<file path="src/rtl/apb_pkg.sv">
// Shared types and helpers for the APB completer.
//   apb_slv_state_t : completer FSM encoding (IDLE, WAIT)
//   ADDR_LSB/IDX_W  : byte-lane and word-index widths for the default geometry
//   is_err()        : misaligned / out-of-range test on a byte address
package apb_pkg;

  typedef enum logic [0:0] {
    IDLE = 1'b0,
    WAIT = 1'b1
  } apb_slv_state_t;

  localparam int DEF_STRB_SIZE = 4;
  localparam int DEF_DEPTH     = 16;
  localparam int ADDR_LSB      = $clog2(DEF_STRB_SIZE);
  localparam int IDX_W         = $clog2(DEF_DEPTH);

  // The address is passed zero-extended to 64 bits so the helper works for
  // any bus width up to 64. An access is illegal when the two low address
  // bits are non-zero, or when any bit above the word index is set.
  function automatic logic is_err(input logic [63:0] addr,
                                  input int          addr_width,
                                  input int          addr_lsb,
                                  input int          idx_w);
    logic err;
    err = (addr[1:0] != 2'b00);
    for (int i = 0; i < 64; i++) begin
      if ((i >= addr_lsb + idx_w) && (i < addr_width) && addr[i]) begin
        err = 1'b1;
      end
    end
    return err;
  endfunction

endpackage

</file>
<file path="src/rtl/apb_slave_mem.sv">
// Register memory behind the APB completer.
//   clk, rst_n : clock and asynchronous active-low clear of every word
//   we         : write enable (one word per cycle)
//   idx        : word index, shared by write and read ports
//   strobe     : per-byte write enables
//   wdata      : write data
//   dout       : combinational read of word idx
module apb_slave_mem #(
  parameter int DATA_WIDTH = 32,
  parameter int STRB_SIZE  = DATA_WIDTH / 8,
  parameter int DEPTH      = 16,
  parameter int IDX_BITS   = $clog2(DEPTH)
) (
  input  logic                  clk,
  input  logic                  rst_n,
  input  logic                  we,
  input  logic [IDX_BITS-1:0]   idx,
  input  logic [STRB_SIZE-1:0]  strobe,
  input  logic [DATA_WIDTH-1:0] wdata,
  output logic [DATA_WIDTH-1:0] dout
);

  logic [DATA_WIDTH-1:0] mem_reg [DEPTH];

  // Whole-array clear on reset means this stays in registers rather than
  // block RAM; the read port must be combinational anyway.
  always_ff @(posedge clk or negedge rst_n) begin
    if (!rst_n) begin
      for (int w = 0; w < DEPTH; w++) begin
        mem_reg[w] <= '0;
      end
    end else if (we) begin
      for (int b = 0; b < STRB_SIZE; b++) begin
        if (strobe[b]) begin
          mem_reg[idx][8*b +: 8] <= wdata[8*b +: 8];
        end
      end
    end
  end

  assign dout = mem_reg[idx];

endmodule

</file>
<file path="src/rtl/apb_slave.sv">
// APB completer with a DEPTH-word byte-strobed register memory.
//   clk, rst_n            : clock, asynchronous active-low reset
//   sel, enable, write    : APB psel / penable / pwrite
//   strobe, addr, wdata   : APB pstrb / paddr / pwdata (latched in setup)
//   rdata                 : read data, non-zero only on a good read completion
//   ready                 : pready, combinational
//   slverr                : pslverr, only together with ready
module apb_slave
  import apb_pkg::*;
#(
  parameter int ADDR_WIDTH  = 32,
  parameter int DATA_WIDTH  = 32,
  parameter int STRB_SIZE   = DATA_WIDTH / 8,
  parameter int DEPTH       = 16,
  parameter int WAIT_CYCLES = 0
) (
  input  logic                  clk,
  input  logic                  rst_n,
  input  logic                  sel,
  input  logic                  enable,
  input  logic                  write,
  input  logic [STRB_SIZE-1:0]  strobe,
  input  logic [ADDR_WIDTH-1:0] addr,
  input  logic [DATA_WIDTH-1:0] wdata,
  output logic [DATA_WIDTH-1:0] rdata,
  output logic                  ready,
  output logic                  slverr
);

  localparam int         LANE_BITS = $clog2(STRB_SIZE);
  localparam int         IDX_BITS  = $clog2(DEPTH);
  localparam logic [3:0] WAIT_LOAD = 4'(WAIT_CYCLES);

  apb_slv_state_t        state_reg,  state_next;
  logic [3:0]            cnt_reg,    cnt_next;
  logic [ADDR_WIDTH-1:0] addr_reg,   addr_next;
  logic                  write_reg,  write_next;
  logic [DATA_WIDTH-1:0] wdata_reg,  wdata_next;
  logic [STRB_SIZE-1:0]  strobe_reg, strobe_next;

  logic                  err;
  logic                  mem_we;
  logic [IDX_BITS-1:0]   mem_idx;
  logic [DATA_WIDTH-1:0] mem_dout;

  always_ff @(posedge clk or negedge rst_n) begin
    if (!rst_n) begin
      state_reg  <= IDLE;
      cnt_reg    <= '0;
      addr_reg   <= '0;
      write_reg  <= 1'b0;
      wdata_reg  <= '0;
      strobe_reg <= '0;
    end else begin
      state_reg  <= state_next;
      cnt_reg    <= cnt_next;
      addr_reg   <= addr_next;
      write_reg  <= write_next;
      wdata_reg  <= wdata_next;
      strobe_reg <= strobe_next;
    end
  end

  always_comb begin
    state_next  = state_reg;
    cnt_next    = cnt_reg;
    addr_next   = addr_reg;
    write_next  = write_reg;
    wdata_next  = wdata_reg;
    strobe_next = strobe_reg;
    case (state_reg)
      IDLE: begin
        // Only a genuine setup phase starts a transfer; a stray enable is ignored.
        if (sel && !enable) begin
          addr_next   = addr;
          write_next  = write;
          wdata_next  = wdata;
          strobe_next = strobe;
          cnt_next    = WAIT_LOAD;
          state_next  = WAIT;
        end
      end
      WAIT: begin
        if (!sel) begin
          state_next = IDLE;
        end else if (enable) begin
          if (cnt_reg != 4'd0) begin
            cnt_next = cnt_reg - 4'd1;
          end else begin
            state_next = IDLE;
          end
        end
      end
      default: state_next = IDLE;
    endcase
  end

  assign ready   = (state_reg == WAIT) && sel && enable && (cnt_reg == 4'd0);
  assign err     = is_err(64'(addr_reg), ADDR_WIDTH, LANE_BITS, IDX_BITS);
  assign slverr  = ready && err;
  assign mem_idx = addr_reg[LANE_BITS +: IDX_BITS];
  assign mem_we  = ready && write_reg && !err;
  assign rdata   = (ready && !write_reg && !err) ? mem_dout : '0;

  apb_slave_mem #(
    .DATA_WIDTH (DATA_WIDTH),
    .STRB_SIZE  (STRB_SIZE),
    .DEPTH      (DEPTH),
    .IDX_BITS   (IDX_BITS)
  ) u_mem (
    .clk    (clk),
    .rst_n  (rst_n),
    .we     (mem_we),
    .idx    (mem_idx),
    .strobe (strobe_reg),
    .wdata  (wdata_reg),
    .dout   (mem_dout)
  );

endmodule

</file>
<file path="config.mk">
export PLATFORM = sky130hd
export DESIGN_NAME = apb_slave
export DESIGN_NICKNAME = d
export VERILOG_FILES = /design/src/rtl/apb_pkg.sv /design/src/rtl/apb_slave_mem.sv /design/src/rtl/apb_slave.sv
export SDC_FILE = /design/constraint.sdc
export NUM_CORES = 1
export LEC_CHECK = 0
export ABC_CLOCK_PERIOD_IN_PS = 4600
export CAP_MARGIN = 5
export CORE_UTILIZATION = 45
export DETAILED_ROUTE_END_ITERATION = 10
export GPL_TIMING_DRIVEN = 0
export PLACE_DENSITY = 0.67
export SYNTH_ARGS = -nofsm -noshare
export SYNTH_HDL_FRONTEND = slang
export SYNTH_SLANG_ARGS = --single-unit
</file>
<file path="constraint.sdc">
create_clock -name clk -period 4.6 [get_ports clk]
set_input_delay 0.92 -clock clk [delete_from_list [all_inputs] [get_ports clk]]
set_output_delay 0.92 -clock clk [all_outputs]
set_load 0.1 [all_outputs]
</file>
======== Yosys cells after proc, flatten, opt, wreduce, memory -nomap -nowiden ========
Cells that the tools add are included.
word-level totals
  register bits ........................... 586
  bits in latches ......................... 0
  RAM bits ................................ 0
  ROM bits ................................ 0
  bits of input ports ..................... 73
  output and inout bits ................... 34
  memories kept ........................... 0
cells by class
  add/sub/neg operators ................... 1
  multipliers ............................. 0
  divide/modulo/power cells ............... 0
  $lt $le $gt $ge ......................... 2
  equality and inequality tests ........... 4
  shift operators ......................... 0
  mux-type cells .......................... 59
  bitwise operators ....................... 2
  reductions and logical operators ........ 18
operators with widths
  cell                 number
  $mux 512             7
  $bwmux 512           4
  $demux 32 s4         4
  $bmux 32 s4          1
  $mux 32              4
  $mux 1               30
  $mux 24              1
  $mux 16              1
  $mux 4               4
  $logic_and 1x1->1    10
  $mux 8               1
  $pmux 4 s2           1
  $ne 2x2->1 const B   3
  $ge 5x5->1 const B   1
  $lt 5x1->1 const B   1
  $not 4->5            1
  $logic_not 4->1      1
  $reduce_and 4->1     1
  $reduce_bool 4->1    1
  $sub 4x1->4 const B  1
  $logic_not 1->1      3
  $ne 2x1->1 const B   1
  $pmux 1 s2           1
  $reduce_and 2->1     1
  other kinds (2)      2

======== Depth between registers and ports, before layout ========
  depth after elaboration ................. 38
  mapped depth ............................ 9

======== By module ========
A second synthesis with hierarchy kept.
unflattened totals
  cells, all modules ...................... 1705
  area, all modules ....................... 27685.3 um^2
by module, submodules not included
  module         instances  cells each  area an instance (um^2)
  apb_slave_mem  1          1433        24243.3
  apb_slave      1          272         3442.1

======== Worst setup path before layout ========
Ideal clock, no wire load.
  path kind ............................... input-to-output
  start point ............................. input enable
  end point ............................... output rdata[10]
  arrival ................................. 4.052 ns
  data required time ...................... 3.680 ns
  setup slack ............................. -0.372 ns
  stages on the path ...................... 8
  path buffers ............................ 4
  cell sequence ........................... clkbuf_1 -> inv_1 -> or3_4 -> buf_6 -> or4_1 -> clkbuf_1 -> clkbuf_1 -> a21oi_1
between the ends
  word-level cells in the longest chain between the ends .. 5
RTL lines
  what                            line              RTL
  from (decl)                     apb_slave.sv:20   input logic enable,
  $logic_and 1x1->1 (2 in a row)  apb_slave.sv:98   assign ready = (state_reg == WAIT) && sel && enable && (cnt_reg == 4'd0);
  $logic_and 1x1->1 (2 in a row)  apb_slave.sv:103  assign rdata = (ready && !write_reg && !err) ? mem_dout : '0;
  $mux 32                         apb_slave.sv:103
  to (decl)                       apb_slave.sv:25   output logic [DATA_WIDTH-1:0] rdata,
No other way between the ends.

======== Final worst setup path ========
  start point ............................. register cnt_reg[0]
  end point ............................... output rdata[2]
between the ends
  word-level cells in the longest chain between the ends .. 5
RTL lines
  what                            line              RTL
  from (decl)                     apb_slave.sv:35   logic [3:0] cnt_reg, cnt_next;
  from (signal assigned)          apb_slave.sv:56   cnt_reg <= cnt_next;
  $logic_not 4->1                 apb_slave.sv:98
  $logic_and 1x1->1               apb_slave.sv:98
  $logic_and 1x1->1 (2 in a row)  apb_slave.sv:103
  $mux 32                         apb_slave.sv:103
No other way between the ends.

==> summary.md <==
| Metric | Value |
|---|---|
| Critical path required time | 3680 ps |
| Port bufs | between 100 and 150 |
| Fin crit share | between 90% and 100% |
| Setup crit start kind | register |
| Cell variety after synth | 35 |
| Sw Pwr | 3.36 mW |
| Post-synth EDFFs | 0 |
| Top delay family on crit path | simple AND/OR/NAND/NOR gates |
| Initial antenna violation count | 0 |
| Achievable Freq | 219 MHz |
| Synth Flop Type | dfrtp_1 |
| Num ports | 107 |
| Slew headroom | between 10% and 20% |
| Routability cong. | approximately 0.86 |
| Pwr Density | about 390 nW/µm² |
| Die Y | between 200 and 250 µm |
| Vias in the first global route | 17,400 |
| Synth Cell Area | around 27,000 µm² |
| Die X | 248 µm |
| Worst hold slack | 382 ps |
| Syn. warnings | 0 |
| Seq cells post-synth | between 500 and 600 |
| Worst slew pin tran | between 1000 and 1500 ps |
| Final worst clock skew | 17.9 ps |
| RSZ-0062 raised after global routing | true |
| All-layer global routing usage | approximately 23% |
| Crit path largest cell delay | ~610 ps |
| Number of diodes | 0 |
| Wire length per cell | 25.1 µm |
| DR iter-0 viols | 1,019 |
| Number of remaining DRC errors | 0 |
| Final ANT Viol Nets | 0 |
| Layout Utilization | 53.9% |
| Starting Density | about 46% |
| Seq/Total Area, Yosys | approximately 54% |
| Total CTS buffers | slightly above 60 |
| Endpoints failing hold | 0 |
| Crit path arrival time | about 3600 ps |
| Count leader, synth | dfrtp_1 |
| Number of buffers inserted by hold repair at cts | 0 |
| TritonCTS clock tree | built |
| Largest cells by area after synthesis | dfrtp_1 (54%), mux2_2 (24%), mux4_2 (11%), nor4_4 (3.8%), a22oi_1 (1.8%) |
| Drt first pass iters | 5 |
| Synthesized Nets | between 1,500 and 2,000 |
| Cells after synthesis | 1,726 |
| Clock Path Buffers | 3 |
| DP Area | 29,400 µm² |
| Total routed wirelength | 68,100 µm |
| Async S/R FF share, synth | 100% |
| Fraction of layout cells with a size suffix above 1 | a little over 50% |
| Vias per cell | 5.86 |
| Max Slew Vio Count | 0 |
| Largest net degree at the start of global routing | approximately 130 |
| Int Pwr | ~9 mW |
| Pleak | roughly 15 nW |
| Top cells by count, synth | dfrtp_1 (586), mux2_2 (581), mux4_2 (128) |
| Tot Pwr | approximately 12 mW |
| Crit-path slowest cell | or4_4 |
| # setup viols final | 0 |
| Synth Area per Inst | approximately 16 µm² |
| Max rail drop VDD | about 330 µV |
| Hold Path Class | input pin to asynchronous set/reset pin |
| Outcome | finished, final reports clean |
| # nets final | just under 2,000 |
| Worst skew pair latency | ~620 ps |
| Share of the synthesized area in the top cell type | roughly 54% |
| Layout overhead on the synthesized area | 17.6% |
| Logic pwr share | between 10% and 20% |
| Clock share of power | 41.3% |
| Crit Path Class | register to output pin |
| Placed Instances | about 2,600 |
| Max Cap Viol | 0 |
| Finished Cell Area | 32,000 µm² |
| Clock-pin slew on the worst setup and hold paths | 60 ps |
| CP Capture Type | output pin |
| Clock Sinks | 586 |
| Die area | ~61,000 µm² |
| Final std cells w/o fill | about 2,700 |
| Seq pwr share | roughly 45% |
| H-Tree Depth | 2 |
| Synth area leader | dfrtp_1 |
| Vias | 15,900 |
| Worst-path maximum fanout | 10 |
| Buf/Inv on CP | 4 |
| Final worst path period need | ~4600 ps |
| Post-DP HPWL | 44,500 µm |
| Core area | between 50,000 and 60,000 µm² |
| First-pass GRT wire length | around 110,000 µm |
| Grt ovf | 0 |
| FP Rows | 89 |
| Critical Path, Cell by Cell | inv_1 > ha_1 > or3b_1 > or3_4 > buf_6 > or4_4 > clkbuf_8 > a21oi_2 > buf_8 |
| CTS root buffer | clkbuf_16 |
| Sw frac | between 20% and 30% |
| Largest register FFs | about 510 |
-- per-stage QoR --
stage | setup WS (ps) | TNS, ps
CTS | 2.26 | 0
detailed placement | -1280 | -36750
finish | 38.9 | 0
global route | -44.3 | -530
floorplan | -372 | -11510
global placement | -22160 | -
-- placed cells by master, fill, tap and decap left out, types with 11 or more instances in the layout --
master,n
dfrtp_1,586
mux2_2,581
mux4_2,128
clkdlybuf4s50_1,70
a22oi_1,64
clkbuf_1,63
clkbuf_16,63
nand2_1,57
nor4_4,48
buf_2,35
buf_1,30
buf_12,23
clkbuf_8,22
a21oi_2,18
or4_1,16
nand4_1,13
a21oi_4,12
clkbuf_2,11
-- logic make-up (layout without fill, tap and decap cells) --
family / Yosys count / after routing / synth area share [%]
AND/OR/NAND/NOR: 175 / 175 / 6.37
flip-flops: 586 / 586 / 53.9
AO/OA/AOI/OAI: 107 / 107 / 2.63
adder cells (fa/ha/maj): 1 / 1 / 0.0460
buffers and inverters: 147 / 366 / 2.37
multiplexers: 710 / 710 / 34.7
-- power groups by stage --
stage | Sequential, mW | Combinational, mW | Clock [mW]
3_5_place_dp | 5.61 | 1.72 | 0
2_1_floorplan | 5.53 | 1.05 | 0
6_report | 5.52 | 1.73 | 5.09
3_3_place_gp | 5.61 | 1.66 | 0
5_1_grt | 5.55 | 1.85 | 5.42
4_1_cts | 5.52 | 1.73 | 5.20
-- layer usage --
metal	vias up	wire length, µm	GRT usage [%]
met5	-	0	0
met4	0	2150	8.81
met3	110	3390	4.12
met2	369	33100	37.4
met1	8551	29500	31.3
li1	6895	-	-
-- cell type report --
type | count | area (µm²)
fillers | 4797 | 27400
multi-input cells | 993 | 12100
inverters | 5 | 18.8
plain buffers | 141 | 692
well taps | 773 | 967
repair buffers | 110 | 1460
clock buffers | 96 | 1890
clock inverters | 14 | 204
flip-flops and latches | 586 | 14700
-- timing repair --
item / in CTS / in global routing
gates cloned: 0 / 0
buffers inserted: 0 / 0
setup endpoints to repair: 34 / 32
endpoints found under the hold margin: 0 / 0
resized for setup: 280 / 79
-- final timing paths --
check	startpoint	end	slack [ps]	depth (start not counted)
max	cnt_reg[0]	rdata[2]	40	9
min	rst_n	u_mem.mem_reg[172]	380	2
max reg2reg	addr_reg[3]	u_mem.mem_reg[311]	1020	6
min reg2reg	u_mem.mem_reg[288]	u_mem.mem_reg[288]	500	1
max in group asynchronous	rst_n	u_mem.mem_reg[155]	2540	4
min in group clk	u_mem.mem_reg[288]	u_mem.mem_reg[288]	500	1
Power figures use the tool's default switching activity.
